$ cat config.mk
export PLATFORM = sky130hd
export DESIGN_NAME = transceiver_frame_tx
export DESIGN_NICKNAME = d
export VERILOG_FILES = /design/src/rtl/transceiver_frame_tx.sv
export SDC_FILE = /design/constraint.sdc
export NUM_CORES = 1
export LEC_CHECK = 0
export ABC_AREA = 1
export CORE_UTILIZATION = 43
export DETAILED_ROUTE_END_ITERATION = 8
export GPL_TIMING_DRIVEN = 0
export MAX_ROUTING_LAYER = met4
export PLACE_DENSITY_LB_ADDON = 0.12
export SLEW_MARGIN = 20
export SYNTH_ARGS = -nofsm -noshare
export SYNTH_HDL_FRONTEND = slang
export SYNTH_SLANG_ARGS = --single-unit
export TNS_END_PERCENT = 50
$ cat constraint.sdc
create_clock -name i_sys_clk_120 -period 2.1 [get_ports i_sys_clk_120]
set_clock_uncertainty 0.1 [all_clocks]
set_input_delay 0.42 -clock i_sys_clk_120 [delete_from_list [all_inputs] [get_ports i_sys_clk_120]]
set_output_delay 0.42 -clock i_sys_clk_120 [all_outputs]
set_load 0.03 [all_outputs]
$ cat src/rtl/transceiver_frame_tx.sv
// Tx frame builder: wraps ACK/NACK DLLPs and streamed TLP payloads into {k, byte} symbols
// with start/end K-codes and CRC-16, emitting idle K-codes between frames.
`ifndef K_CODE_START_DLLP
`define K_CODE_START_DLLP 8'h5C
`endif
`ifndef K_CODE_START_TLP
`define K_CODE_START_TLP 8'hFB
`endif

module transceiver_frame_tx #(
    parameter logic [7:0] K_START_DLLP = `K_CODE_START_DLLP,
    parameter logic [7:0] K_START_TLP  = `K_CODE_START_TLP,
    parameter logic [7:0] K_END        = 8'hFD,
    parameter logic [7:0] K_IDLE       = 8'hBC,
    parameter int         MAX_TLP_LEN  = 64
) (
    input  logic       i_sys_clk_120,
    input  logic       i_sys_arst_n,
    input  logic       i_link_up,
    input  logic       i_dllp_req,
    input  logic       i_dllp_ack,
    input  logic [7:0] i_dllp_seq,
    output logic       o_dllp_pending,
    input  logic       i_tlp_valid,
    input  logic [7:0] i_tlp_data,
    input  logic       i_tlp_last,
    input  logic [7:0] i_tlp_seq,
    output logic       o_tlp_ready,
    output logic       o_tlp_trunc,
    output logic [8:0] o_data,
    output logic [3:0] o_dbg_state
);

    // Payload handshake: a byte transfers on a rising edge where i_tlp_valid && o_tlp_ready;
    // ready depends only on FSM state and i_link_up, never on valid.
    typedef enum logic [3:0] {
        IDLE, D_TYPE, D_SEQ, T_SEQ, T_PAY, T_DROP, CRC_HI, CRC_LO, END
    } state_t;

    localparam logic [7:0] LAST_IDX = 8'(MAX_TLP_LEN - 1);

    state_t      state, state_nxt;
    logic [8:0]  sym_nxt;
    logic [15:0] crc, crc_nxt;
    logic [7:0]  cnt, cnt_nxt;
    logic        pend, pend_ack, frm_ack, drop_q, gap_q;
    logic [7:0]  pend_seq, frm_seq;
    logic        start_dllp, start_tlp, accept, cap_hit;

    function automatic logic [15:0] crc16_byte(input logic [15:0] c, input logic [7:0] d);
        logic [15:0] r;
        r = c;
        for (int i = 7; i >= 0; i--) begin
            if (r[15] ^ d[i]) r = {r[14:0], 1'b0} ^ 16'h1021;
            else              r = {r[14:0], 1'b0};
        end
        return r;
    endfunction

    assign o_tlp_ready    = i_link_up && (state == T_PAY || state == T_DROP);
    assign accept         = o_tlp_ready && i_tlp_valid;
    // gap_q blocks a start on the cycle right after END so frames are always idle-separated.
    assign start_dllp     = i_link_up && state == IDLE && !gap_q && pend;
    assign start_tlp      = i_link_up && state == IDLE && !gap_q && !pend && i_tlp_valid;
    assign cap_hit        = accept && state == T_PAY && !i_tlp_last && cnt == LAST_IDX;
    assign o_dllp_pending = pend;
    assign o_dbg_state    = state;

    always_comb begin
        state_nxt = state;
        sym_nxt   = {1'b1, K_IDLE};
        crc_nxt   = crc;
        cnt_nxt   = cnt;
        case (state)
            IDLE: begin
                if (start_dllp) begin
                    sym_nxt   = {1'b1, K_START_DLLP};
                    crc_nxt   = 16'hFFFF;
                    state_nxt = D_TYPE;
                end else if (start_tlp) begin
                    sym_nxt   = {1'b1, K_START_TLP};
                    crc_nxt   = 16'hFFFF;
                    cnt_nxt   = 8'd0;
                    state_nxt = T_SEQ;
                end
            end
            D_TYPE: begin
                sym_nxt   = {1'b0, frm_ack, 7'b0};
                crc_nxt   = crc16_byte(crc, {frm_ack, 7'b0});
                state_nxt = D_SEQ;
            end
            D_SEQ, T_SEQ: begin
                sym_nxt   = {1'b0, frm_seq};
                crc_nxt   = crc16_byte(crc, frm_seq);
                state_nxt = (state == D_SEQ) ? CRC_HI : T_PAY;
            end
            T_PAY: begin
                if (accept) begin
                    sym_nxt = {1'b0, i_tlp_data};
                    crc_nxt = crc16_byte(crc, i_tlp_data);
                    cnt_nxt = cnt + 8'd1;
                    if (i_tlp_last || cnt == LAST_IDX) state_nxt = CRC_HI;
                end
            end
            T_DROP: begin
                if (accept && i_tlp_last) state_nxt = IDLE;
            end
            CRC_HI: begin
                sym_nxt   = {1'b0, crc[15:8]};
                state_nxt = CRC_LO;
            end
            CRC_LO: begin
                sym_nxt   = {1'b0, crc[7:0]};
                state_nxt = END;
            end
            END: begin
                sym_nxt   = {1'b1, K_END};
                state_nxt = drop_q ? T_DROP : IDLE;
            end
            default: state_nxt = IDLE;
        endcase
        // Link loss aborts any frame without K_END.
        if (!i_link_up) begin
            state_nxt = IDLE;
            sym_nxt   = {1'b1, K_IDLE};
        end
    end

    always_ff @(posedge i_sys_clk_120 or negedge i_sys_arst_n) begin
        if (!i_sys_arst_n) begin
            state       <= IDLE;
            o_data      <= {1'b1, K_IDLE};
            crc         <= 16'hFFFF;
            cnt         <= 8'd0;
            pend        <= 1'b0;
            pend_ack    <= 1'b0;
            pend_seq    <= 8'd0;
            frm_ack     <= 1'b0;
            frm_seq     <= 8'd0;
            drop_q      <= 1'b0;
            gap_q       <= 1'b0;
            o_tlp_trunc <= 1'b0;
        end else begin
            state       <= state_nxt;
            o_data      <= sym_nxt;
            crc         <= crc_nxt;
            cnt         <= cnt_nxt;
            o_tlp_trunc <= cap_hit;
            gap_q       <= i_link_up && state == END;
            // A request coinciding with a start decision re-arms pending with the new values.
            if (!i_link_up) begin
                pend <= 1'b0;
            end else if (i_dllp_req) begin
                pend     <= 1'b1;
                pend_ack <= i_dllp_ack;
                pend_seq <= i_dllp_seq;
            end else if (start_dllp) begin
                pend <= 1'b0;
            end
            if (start_dllp) begin
                frm_ack <= pend_ack;
                frm_seq <= pend_seq;
            end else if (start_tlp) begin
                frm_seq <= i_tlp_seq;
            end
            if (!i_link_up)        drop_q <= 1'b0;
            else if (cap_hit)      drop_q <= 1'b1;
            else if (state == END) drop_q <= 1'b0;
        end
    end

endmodule
# Word level (Yosys, flattened, before mapping)
# Index checks and enable logic that the tools add are counted.
[classes]
n_addsub = 1
n_eq_ne = 19
mux = 82
bitwise_logic = 39
n_reduce_logical = 26
[ops]
columns = ["op", "n"]
rows = [
  ["16-bit 2-to-1 mux", 31],
  ["13-bit 2-to-1 mux", 24],
  ["3-bit inverter", 22],
  ["16-bit case mux with 4 select lines", 1],
  ["9-bit case mux with 7 select lines", 1],
  ["8-bit 2-to-1 mux", 6],
  ["4-bit case mux with 8 select lines", 1],
  ["4-bit 2-to-1 mux", 6],
  ["9-bit 2-to-1 mux", 2],
  ["1-bit XOR", 17],
  ["4-bit by 3-bit == test with 1-bit output (second input constant)", 4],
  ["8-bit case mux with 2 select lines", 1],
  ["1-bit logical AND", 12],
  ["8-bit by 1-bit adder with 8-bit output (second input constant)", 1],
  ["4-bit by 2-bit == test with 1-bit output (second input constant)", 2],
  ["8-bit by 6-bit == test with 1-bit output (second input constant)", 1],
  ["4-bit AND reduction", 2],
  ["7-bit 2-to-1 mux", 1],
  ["1-bit 2-to-1 mux", 6],
  ["2-bit inequality test (second input constant)", 3],
  ["3-bit by 1-bit inequality test with 1-bit output (second input constant)", 2],
  ["3-bit by 2-bit inequality test with 1-bit output (second input constant)", 2],
  ["3-bit inequality test (second input constant)", 2],
  ["4-bit by 1-bit == test with 1-bit output (second input constant)", 1],
  ["12 further kinds", 16],
]
[totals]
ff_bits = 59
input_bits = 31
out_inout_bits = 16
elab_cells = 179

# Depth between registers and ports, before layout
# Gate-level depths: netlist of the first run.
[logic_depth]
depth_word = 34
depth_mapped = 13
mapped_depth_nobuf = 12

# Worst setup path after synthesis of the first run
# No wires, ideal clock.
[synth_timing]
path_kind = "reg-to-reg"
start = "reg state[1], in the netlist o_dbg_state[1]"
end = "reg cnt[3]"
setup_time_ns = 0.121
t_arrival_ns = 1.646
required_time_ns = 1.879
slack_ns = 0.233
path_stages_with_launch = 11
path_buffers = 2
period_less_slack_ns = 1.867
path_cell_list = "dfrtp_1 > buf_2 > nor2_4 > nand2_2 > nor3_4 > nand3_1 > nand2_1 > nand2_2 > buf_6 > nand2_1 > o21ai_1"
[synth_via]
elab_chain_cells = 7
word_cells_on_any_way = 17
classes_between = "eq/ne (5); mux (1); reduce/logical (11)"
[synth_rtl]
columns = ["item", "line", "rtl"]
rows = [
  ["start, declared", "42", "state_t state, state_nxt;"],
  ["start signal, assigned", "144", "state <= state_nxt;"],
  ["4-bit logical NOT", "63, 64, 74", ""],
  ["1-bit logical AND (2 in series)", "63, 64", ""],
  ["1-bit logical AND (2 in series)", "64", "assign start_tlp = i_link_up && state == IDLE && !gap_q && !pend && i_tlp_valid;"],
  ["2-bit inequality test (no line)", "--", ""],
  ["4-bit AND reduction (no line)", "--", ""],
  ["end signal, assigned", "147", "cnt <= cnt_nxt;"],
  ["end, declared", "45", "logic [7:0] cnt, cnt_nxt;"],
]
# Parallel ways exist; a longest one is shown, timed or not.
# A chain may end at the register's enable or synchronous reset.

# Final worst setup path of the first run
[layout_timing]
start = "reg o_data[2]"
end = "out o_data[2]"
[layout_lines]
columns = ["item", "line", "rtl"]
rows = [
  ["start, declared", "30", "output logic [8:0] o_data,"],
  ["start signal, assigned", "132", "o_data <= {1'b1, K_IDLE};"],
  ["start signal, assigned", "145", "o_data <= sym_nxt;"],
]
# No word-level cell between the ends.

==> run summary, run 1 <==
Setup violations remaining at the end of the flow were counted as 0. Across the run, the number of max-cap violations was 0. In this run the mean area of a mapped cell was 6.82 µm². The run finished with clean final reports.

After detailed routing, the number of remaining DRC violations is 0. Headroom to the max-slew limit came out at 0.593. The number of CTS-inserted buffers came out at 9. The register clock-pin slew on the reported worst setup and hold paths came out at 0.08 ns. Sorting the synthesized cells by area gives the leading types as sky130_fd_sc_hd__dfrtp_1, sky130_fd_sc_hd__nand2_1, sky130_fd_sc_hd__dfstp_2.

The top cell types in the final layout, fill and taps aside, are sky130_fd_sc_hd__nand2_1, sky130_fd_sc_hd__inv_1, sky130_fd_sc_hd__nor2_1, sky130_fd_sc_hd__nand3_1, sky130_fd_sc_hd__clkdlybuf4s50_1. The total of flip-flops plus latches after synthesis came out at 59. The first-pass iteration count of the detailed router came out at 5.

Counting along the longest clock path gives a buffer depth of 2. The HPWL after detailed placement is 9070 µm. Of all nets on the critical path, the largest fanout is 1. The async set or reset register ratio after synthesis is 1.00. The layout overhead on the synthesized area is 20.9%. The instance count on the critical path came out at 1. The count of different cell masters after synthesis came out at 39. Traced cell by cell, the critical path runs through clkdlybuf4s50_1.

The leakage dissipation came out at 2.40 nW. In this run the worst hold path is classified as input pin to register. Dividing the final minimum period by the clock period gives 0.973.

The type of element launching the critical path is a register. Detailed routing inserted a total of roughly 4100 vias. The number of placed instances, taps included, is 741. For this design, the slowest cell found on the critical path is sky130_fd_sc_hd__clkdlybuf4s50_1. CTS placed an instance of sky130_fd_sc_hd__clkbuf_8 at the clock tree root. The initial antenna violation count is 0. The post-detailed-routing wire length came out at 11800 µm.

The I/O pin count is 47. The chip width came out at 98.6 µm. The worst path in the final design needs a cycle of 2.04 ns, including I/O delays and setup. The initial cell density of the core is 0.451. The required time reported for the critical path endpoint is roughly 1.6 ns. The detail route stage leaves a number of antenna-violating nets equal to 0. Across the VDD grid, the largest voltage drop is 0.000665 V. The fmax came out at 0.489 GHz.

By startpoint and endpoint, the worst setup path is classified as register to output port. The hold path depth came out at 3. For this run, the leading register cell type out of synthesis is sky130_fd_sc_hd__dfrtp_1. For this block, the initial DRC count from the detailed router was 341. The standard-cell row count came out at 34.

The transition time at the pin with the least slew margin is 0.608 ns. The wire length per cell after detailed routing came out at 15.6 µm. The wire length of the first global-routing pass came out at slightly below 20000 µm. The global placer's final weighted congestion came out at 1.04.

The final-report hold violation count is 0. The library cell used most frequently in the layout, excluding fill and tap cells, is sky130_fd_sc_hd__nand2_1. The top cell type's share of synthesized area came out at 0.231.

The post-layout instance count excluding filler cells came out at 757. The total power density per cell area came out at 1500 mW/mm². The via count of the first global-routing pass is 3918. The setup TNS is 0 ns. The combined buffer and inverter count along the critical path is 1. The ratio of cells with drive above 1 in the final layout is 0.133.

The gate family responsible for the most delay along the worst path is buffers and inverters. The combined global-route utilization of all metal layers is 0.269. The area inside the core boundary came out at 0.00889 mm².

STA classifies the critical path endpoint as an output port. Global routing finished with a remaining overflow of 0. Setup repair after global routing could not meet its margin everywhere. The pin count of the biggest net entering global routing came out at 46. The die covers ~0.01 mm². The final net count is 676.

The die is 98.6 µm tall. The net count of the mapped netlist came out at 620. TritonCTS built the clock tree. The sink count of the clock tree is between 50 and 60.

The clock latency reported for the late side of the worst-skew pair is 0.35 ns. The arrival time of data at the critical path endpoint came out at 1.52 ns. The depth of the worst register-to-register path came out at 6. The delay of the slowest cell on the worst path came out at 0.66 ns. The H-tree was split into 3 levels. The synthesized area came out at 0.00401 mm².

Input and output buffers added on the ports amount to 44. The diode insertion count for antenna repair came out at 0. The number of max-slew violations in the final report came to 0. The warning count from the yosys run is 0. The number of flops mapped to enable cells by yosys came out at 0.

In the routed layout, each cell is associated on average with a via count of 5.40. The post-synthesis cell count came out at 588. The library cell occupying the most area in the post-synthesis netlist is sky130_fd_sc_hd__dfrtp_1. The sequential fraction of the synthesis area came out at 0.375.
==> cells in the mapped netlist (9+ instances only) <==
master,n
sky130_fd_sc_hd__buf_2,9
sky130_fd_sc_hd__dfstp_2,22
sky130_fd_sc_hd__xnor2_1,11
sky130_fd_sc_hd__o22ai_1,11
sky130_fd_sc_hd__xor2_1,16
sky130_fd_sc_hd__a21oi_1,23
sky130_fd_sc_hd__o21ai_0,25
sky130_fd_sc_hd__nand3_1,59
sky130_fd_sc_hd__dfrtp_1,37
sky130_fd_sc_hd__nand4_1,10
sky130_fd_sc_hd__nor2_1,59
sky130_fd_sc_hd__nand2_1,180
sky130_fd_sc_hd__inv_1,65
==> power by group <==
part,internal (mW),total [mW],switching [mW],leakage [nW]
sequential,1.65,1.93,0.287,0.700
clock,0.550,1.04,0.494,0.0966
combinational,1.44,4.31,2.87,1.61
==> per-layer routing <==
layer	GRT usage	wire, µm
met5	-	0
met4	0.114	344
met3	0.0440	832
met2	0.405	5260
met1	0.360	5400
==> metrics by stage <==
step | setup WS, ns | area [µm²] | hold slack, ns | util | total power, mW
2_1_floorplan | 0.233 | 4010 | 0.0244 | - | 4.92
3_3_place_gp | -1.45 | 4590 | 0.369 | 0.516 | 6.04
3_5_place_dp | -0.328 | 4610 | 0.199 | 0.519 | 6.13
4_1_cts | 0.00913 | 4810 | 0.279 | 0.541 | 7.19
5_1_grt | -0.0429 | 4850 | 0.300 | 0.545 | 7.93
6_report | 0.0565 | 4850 | 0.283 | 0.545 | 7.29
==> state kept, by name, summed over array words and instances (netlist names) <==
signal	flops
cnt	8
crc	16
drop_q	1
frm_ack	1
frm_seq	8
gap_q	1
o_data	9
o_dbg_state	4
o_dllp_pending	1
o_tlp_trunc	1
pend_ack	1
pend_seq	8
==> path summary, 6_finish.rpt <==
| kind | startpoint | to | slack (ns) |
|---|---|---|---|
| hold / removal | i_link_up | o_data[0]$_DFF_PN0_ | 0.28 |
| setup / recovery | o_data[2]$_DFF_PN1_ | o_data[2] | 0.06 |
| max in group asynchronous | i_sys_arst_n | crc[1]$_DFFE_PN1P_ | 0.96 |
| hold reg to reg | crc[5]$_DFFE_PN1P_ | crc[5]$_DFFE_PN1P_ | 0.38 |
| setup reg to reg | o_dbg_state[1]$_DFFE_PN0P_ | o_data[5]$_DFF_PN1_ | 0.09 |
| min in group asynchronous | i_sys_arst_n | cnt[4]$_DFFE_PN0P_ | 0.38 |
==> layout make-up <==
class	instances	area, µm²
Timing Repair Buffer	46	472
Buffer	18	110
Fill cell	846	4040
Inverter	71	270
Tap cell	108	135
Clock inverter	6	65.1
Multi-Input combinational cell	439	2160
Sequential cell	59	1500
Clock buffer	10	128
==> logic make-up after synthesis <==
family	count (synthesis)	share of synthesized area
mux	2	0.00562
fa+ha+maj	1	0.00312
simple gates	335	0.362
buf+inv	90	0.0930
flops	59	0.375
xor+xnor	27	0.0590
compound gates	74	0.102
==> what timing repair did <==
| action | 4_1_cts | 5_1_grt |
|---|---|---|
| hold buffers | 1 | 0 |
| setup endpoints to repair | 2 | 30 |
| setup buffers | 0 | 0 |
| hold endpoints to repair | 4 | 0 |
| resized for setup | 4 | 14 |
(Power assumes the default switching activity.)
==> run 2, diff against run 1 <==
--- a/config.mk
+++ b/config.mk
@@ -11,6 +11,7 @@
 export GPL_TIMING_DRIVEN = 0
 export MAX_ROUTING_LAYER = met4
 export PLACE_DENSITY_LB_ADDON = 0.12
+export SETUP_SLACK_MARGIN = 0.4
 export SLEW_MARGIN = 20
 export SYNTH_ARGS = -nofsm -noshare
 export SYNTH_HDL_FRONTEND = slang
==> constraint.sdc (replaced) <==
create_clock -name i_sys_clk_120 -period 2.2 [get_ports i_sys_clk_120]
set_clock_uncertainty 0.1 [all_clocks]
set_input_delay 0.44 -clock i_sys_clk_120 [delete_from_list [all_inputs] [get_ports i_sys_clk_120]]
set_output_delay 0.44 -clock i_sys_clk_120 [all_outputs]
set_load 0.03 [all_outputs]
==> run summary, run 2 (synthesized netlist as in run 1, its figures left out) <==
The buffer type at the clock tree root is sky130_fd_sc_hd__clkbuf_8. The floorplan die area is 0.00972 mm² (unchanged). The flip-flop count of the largest register, all copies and words added is 16 (unchanged). The diode insertion count for antenna repair came out at 0 (unchanged). Leaving out fill and tap cells, the most frequent cell in the layout is sky130_fd_sc_hd__nand2_1. The total power density per cell area came to 1530 mW/mm² (+1.8%). The via count of the first global-routing pass came to 3913 (-0.13%). The sink count of the clock tree is 59 (unchanged). The pre-CTS setup slack is -0.165 ns (+0.163 ns).

TritonCTS built the clock tree. The clock latency reported for the late side of the worst-skew pair is 0.35 ns (about the same). The max-capacitance violation count is 0 (unchanged). The power consumption is 8.61 mW (+18%).

The worst hold slack across all endpoints is 0.315 ns (+0.0315 ns). The layout overhead on the synthesized area came out at 40.3%. The path type of the worst min-delay path is input pin to register.

The I/O pin count was 47 (unchanged). The arrival time of data at the critical path endpoint came to 2.19 ns (+0.67 ns). The number of CTS-inserted buffers is 9 (unchanged). The run finished with clean final reports. Setup repair after global routing could not meet its margin everywhere. The post-detailed-routing wire length is 13200 µm (+11%).

The initial antenna violation count is 0 (unchanged). The post-placement cell area was 0.00462 mm² (+0.16%). The remaining antenna violation count is 0 (unchanged). In this run the critical register-to-register path is launched from o_dbg_state[1]$_DFFE_PN0P_. The library cells used most frequently in the layout, excluding fill and tap cells, are sky130_fd_sc_hd__nand2_1, sky130_fd_sc_hd__inv_1, sky130_fd_sc_hd__nor2_1. For this run, the top clock speed supported by timing is 0.499 GHz.

The remaining design rule violation count is 0 (unchanged). The pin count of the biggest net entering global routing was 42 (-8.7%). The final net count came to 711 (+5.2%). The height of the die came to 98.6 µm (unchanged).

The final non-filler cell area is 0.00563 mm² (+16%). The number of failing setup endpoints in the final timing report came out at 0 (unchanged). The vias per cell came out at 5.48 (+1.5%). The number of max-slew violations in the final report is 0 (unchanged).

The initial DRC count came out at 417 (+22%). The wire length per cell after detailed routing is 16.6 µm (+6.4%). The chip width is 98.6 µm (unchanged). STA classifies the critical path startpoint as a register. The register clock-pin slew on the reported worst setup and hold paths came out at 0.08 ns (about the same). The number of levels the H-tree was split into came out at 3 (unchanged). The aggregate global routing overflow is 0 (unchanged). The maximum vdd drop is 0.000942 V (+42%). The wire length of the first global-routing pass is 19900 µm (+1.5%). The most critical setup path has its startpoint at o_dbg_state[1]$_DFFE_PN0P_. The first-pass iteration count of the detailed router is 7 (+2). In the final layout, the registers with the most flip-flops are crc: 16 flops, o_data: 9 flops.

The standard-cell row count is 34 (unchanged). The post-layout instance count excluding filler cells is 792 (+4.6%). The worst path needs approximately 2.0 ns of the cycle, external delays included.

The setup TNS came out at 0 ns (unchanged). The global placer's final weighted congestion came to 1.04 (-0.24%). Of the available clock period, the critical path in the final layout requires 0.911. The count of filler cells inserted in the layout is 763 (-9.8%).

Counting flops per register, the top entry is crc. The utilization of the core after routing came out at 0.633 (+0.0875). The initial cell density of the core came to 0.451 (unchanged).

The critical path class is register to register. The placed cell count came out at 741 (unchanged). The final-report hold violation count is 0 (unchanged). The port buffer count came out at 44 (unchanged).

The count of vias placed by the detailed router is 4344 (+6.2%). The maximum buffer depth of the clock tree was 2 (unchanged). The setup slack after layout came out at 0.197 ns (+0.140 ns). The HPWL reported at the end of detailed placement is 9040 µm (-0.33%). The biggest fanout along the worst timing path came out at 10 (+9). The required time reported for the critical path endpoint is 2.39 ns (+0.81 ns). The transition time at the pin with the least slew margin came out at 0.477 ns (-0.131 ns).

The leakage dissipation is 2.72 nW (+13%). The max-slew headroom at the worst pin is 0.682 (+0.0888). The kind of capture point of the worst setup path is a register. The ratio of cells with drive above 1 in the final layout came out at 0.247 (+0.115). The area inside the core boundary is 0.00889 mm² (unchanged).

The combined global-route utilization of all metal layers came out at 0.275 (+0.00590). The worst hold path begins at i_link_up.
## run 2: area by class of cell
type | count | area, µm² | share of cell area
sequential | 59 | 1510 | 0.268
tap | 108 | 135 | 0.0240
clock inverter | 7 | 146 | 0.0260
clock buffer | 9 | 124 | 0.0220
inverter | 71 | 287 | 0.0509
multi-input combinational | 439 | 2450 | 0.435
buffer | 19 | 155 | 0.0276
timing repair inverter | 1 | 11.3 | 0.00200
timing repair buffer | 79 | 810 | 0.144
## run 2: final timing paths
path / to / cells after the start / slack [ns]
min reg2reg: crc[6]$_DFFE_PN1P_ / 2 / 0.37
max in group asynchronous: crc[10]$_DFFE_PN1P_ / 3 / 1.02
min in group asynchronous: cnt[4]$_DFFE_PN0P_ / 2 / 0.41
max reg2reg: crc[9]$_DFFE_PN1P_ / 10 / 0.20
max: crc[9]$_DFFE_PN1P_ / 10 / 0.20
min: o_data[6]$_DFF_PN0_ / 3 / 0.31
## run 2: timing repair
action | CTS | global route
pin swaps | 3 | 20
endpoints found under the hold margin | 4 | 0
setup endpoints to repair | 60 | 61
gates resized for setup | 58 | 77
hold buffers | 1 | 0
setup buffers | 19 | 11
cloned | 2 | 2
## run 2: report_power, final
group          switching [mW]  leakage (nW)  internal (mW)
Sequential              0.277         0.694           1.57
Combinational            3.31          1.89           2.09
Clock                   0.490         0.134          0.877
Total                    4.07          2.72           4.54
## run 2: critical path: stages (launching register included)
cell and delay [ns]:
sky130_fd_sc_hd__dfrtp_2 0.41, sky130_fd_sc_hd__buf_6 0.12, sky130_fd_sc_hd__buf_12 0.12, sky130_fd_sc_hd__buf_4 0.13
sky130_fd_sc_hd__nand2_4 0.16, sky130_fd_sc_hd__inv_2 0.12, sky130_fd_sc_hd__clkbuf_4 0.23, sky130_fd_sc_hd__a21oi_1 0.20
sky130_fd_sc_hd__nand4_1 0.16, sky130_fd_sc_hd__nand3_4 0.13, sky130_fd_sc_hd__nand2_2 0.05
## run 2: routing by layer
layer | part of all wire | routed length, µm | global-route usage
met3 | 0.079 | 1050 | 0.0518
met1 | 0.43 | 5690 | 0.366
met4 | 0.035 | 455 | 0.114
met2 | 0.45 | 5990 | 0.411
met5 | 0 | 0 | -
==> run 3, diff against run 2 <==
--- a/config.mk
+++ b/config.mk
@@ -6,6 +6,7 @@
 export NUM_CORES = 1
 export LEC_CHECK = 0
 export ABC_AREA = 1
+export CORE_MARGIN = 2
 export CORE_UTILIZATION = 43
 export DETAILED_ROUTE_END_ITERATION = 8
 export GPL_TIMING_DRIVEN = 0
==> run summary, run 3 (synthesized netlist as in run 1, its figures left out) <==
The port buffer count is 44 (unchanged). The initial cell density of the core is 0.438 (-0.0129). The chip width came to 101 µm (+2.0%). The wire length of the first global-routing pass is 20500 µm (+3.3%). The hold path depth is 3 (unchanged). The number of levels the H-tree was split into is 3 (unchanged). The time the final worst path needs with I/O delays and setup is 1.95 ns (-0.0523 ns). The tree is rooted in a sky130_fd_sc_hd__clkbuf_8. The post-placement cell area is 0.00463 mm² (+0.24%).

On the critical path the largest part of the delay comes from buffers and inverters. The number of failing setup endpoints in the final timing report came to 0 (unchanged). The slowest stage of the critical path is the sky130_fd_sc_hd__clkdlybuf4s50_1 cell. Counting flops per register, the top entry is crc.

The register clock-pin slew on the reported worst setup and hold paths is 0.08 ns (about the same). The post-layout instance count excluding filler cells is 805 (+1.6%). The tightest min-delay check is of the input pin to register type.

The startpoint identified for the worst hold timing path is i_link_up. The transition time at the pin with the least slew margin came out at 0.421 ns (-0.0561 ns). The initial antenna violation count came out at 0 (unchanged).

The via count of the first global-routing pass is 4108 (+5.0%). In the layout the commonest cells are sky130_fd_sc_hd__nand2_1, sky130_fd_sc_hd__inv_1, sky130_fd_sc_hd__nand3_1. The remaining design rule violation count came to 0 (unchanged). The worst setup path is launched from a register. The depth of the worst register-to-register path is 10 (unchanged). The instance count on the critical path is 1 (-9). The max-capacitance violation count came out at 0 (unchanged). The vias per cell was 5.44 (-0.89%). The final net count was 721 (+1.4%). The wire length per cell after detailed routing came to 16.1 µm (-3.3%). The fmax came to 0.513 GHz (+2.7%). The maximum buffer depth of the clock tree is 2 (unchanged).

The final critical-path share of the clock period came out at 0.887 (-0.0238). The largest registers in the layout are crc: 16 flops, o_data: 9 flops. The area growth from synthesis to layout is 39.9%. The flow ran to the end, and the final reports show no timing, DRC or antenna violations. The post-detailed-routing wire length is 13000 µm (-1.7%). The total power density per cell area is 1480 mW/mm² (-3.5%). The required time reported for the critical path endpoint is 1.66 ns (-0.73 ns).

The area inside the core boundary came out at 0.00915 mm² (+2.9%). The count of vias placed by the detailed router came out at 4376 (+0.74%). The critical path is of the register to output port type. The height of the die is 101 µm (+2.0%).

The maximum vdd drop is 0.000558 V (-41%). The HPWL reported at the end of detailed placement is 8850 µm (-2.1%). The first-pass iteration count of the detailed router is 5 (-2). The number of CTS-inserted buffers came out at 9 (unchanged).

The ratio of cells with drive above 1 in the final layout is 0.267 (+0.0195). The standard-cell row count was 35 (+2.9%). The final non-filler cell area came to 0.00561 mm² (-0.29%). The biggest fanout along the worst timing path came out at 2 (-8).

The I/O pin count was 47 (unchanged). The setup slack after layout came out at 0.249 ns (+0.0523 ns). The aggregate global routing overflow came out at 0 (unchanged). The initial DRC count is 389 (-6.7%). The max-slew headroom at the worst pin came out at 0.719 (+0.0374). The sink count of the clock tree is 59 (unchanged). STA classifies the critical path endpoint as an output port. The critical path goes through clkdlybuf4s50_1. The clock latency reported for the late side of the worst-skew pair came out at 0.35 ns (about the same). The arrival time of data at the critical path endpoint is 1.41 ns (-0.78 ns).

The leakage dissipation is 2.71 nW (-0.41%). The remaining antenna violation count came out at 0 (unchanged). The worst hold slack across all endpoints came out at 0.332 ns (+0.0169 ns). The final-report hold violation count came out at 0 (unchanged). The placed cell count is 744 (+0.40%). The flip-flop count of the largest register, all copies and words added is 16 (unchanged). The delay of the slowest cell on the worst path is 0.68 ns (+0.27 ns). TritonCTS built the clock tree. The start point of the critical path is o_dbg_state[1]$_DFFE_PN0P_. The pre-CTS setup slack came out at -0.183 ns (-0.0178 ns). The floorplan die area was 0.0101 mm² (+4.1%).

The diode insertion count for antenna repair is 0 (unchanged). The worst register-to-register path begins at o_dbg_state[1]$_DFFE_PN0P_. The combined global-route utilization of all metal layers is 0.267 (-0.00790). The number of max-slew violations in the final report was 0 (unchanged). Setup repair after global routing could not meet its margin everywhere.

The combined buffer and inverter count along the critical path came out at 1 (-4). The pin count of the biggest net entering global routing is 44 (+4.8%). The global placer's final weighted congestion came out at 0.943 (-9.5%). Leaving out fill and tap cells, the most frequent cell in the layout is sky130_fd_sc_hd__nand2_1.
[run 3: changes by cell type in the layout (fill, tap and decap cells not counted), moves of 4 or more]
cell | before | now
sky130_fd_sc_hd__o21ai_1 | 8 | 12
sky130_fd_sc_hd__nor2_1 | 55 | 50
sky130_fd_sc_hd__buf_6 | 10 | 14
sky130_fd_sc_hd__buf_4 | 25 | 36
[run 3: final cells by class]
type | count | area, µm²
tap | 111 | 139
sequential | 59 | 1510
timing repair inverter | 1 | 11.3
multi-input combinational | 439 | 2470
clock inverter | 2 | 37.5
inverter | 71 | 290
timing repair buffer | 89 | 831
fill | 846 | 3540
buffer | 19 | 159
clock buffer | 14 | 163
[run 3: worst paths after layout]
| check | to | slack (ns) |
|---|---|---|
| setup / recovery | o_dbg_state[1] | 0.25 |
| hold / removal | o_data[0]$_DFF_PN0_ | 0.33 |
| setup reg to reg | crc[8]$_DFFE_PN1P_ | 0.26 |
| hold reg to reg | crc[6]$_DFFE_PN1P_ | 0.36 |
| max in group asynchronous | crc[12]$_DFFE_PN1P_ | 1.02 |
| min in group asynchronous | cnt[3]$_DFFE_PN0P_ | 0.41 |
[run 3: power breakdown]
group          internal [mW]  leakage (nW)  switching, mW
logic                   2.09          1.92           3.28
clock network          0.588        0.0969          0.461
registers               1.58         0.694          0.299
total                   4.25          2.71           4.03
[run 3: through the flow]
| stage | TNS, ns | power (mW) | utilization |
|---|---|---|---|
| after global routing | 0 | 8.89 | 0.613 |
| after global placement | -70.15 | 5.78 | 0.503 |
| final | 0 | 8.29 | 0.613 |
| after floorplan | 0 | 4.72 | - |
| after detailed placement | -2.58 | 5.84 | 0.506 |
| after CTS | 0 | 7.50 | 0.568 |
[run 3: per-layer routing]
layer  part of all wire  track usage  vias up
met5                  0            -        -
met4              0.030       0.0938        0
li1                   -            -     2098
met3              0.070       0.0347       45
met2               0.47        0.431      196
met1               0.42        0.347     2037
[run 3: repair_timing]
item / CTS / global route
hold endpoints to repair: 3 / 0
hold buffers: 1 / 0
pin swaps: 10 / 19
gates cloned: 3 / 0
endpoints found under the setup margin: 61 / 59
gates resized for setup: 75 / 72
setup buffers: 19 / 22
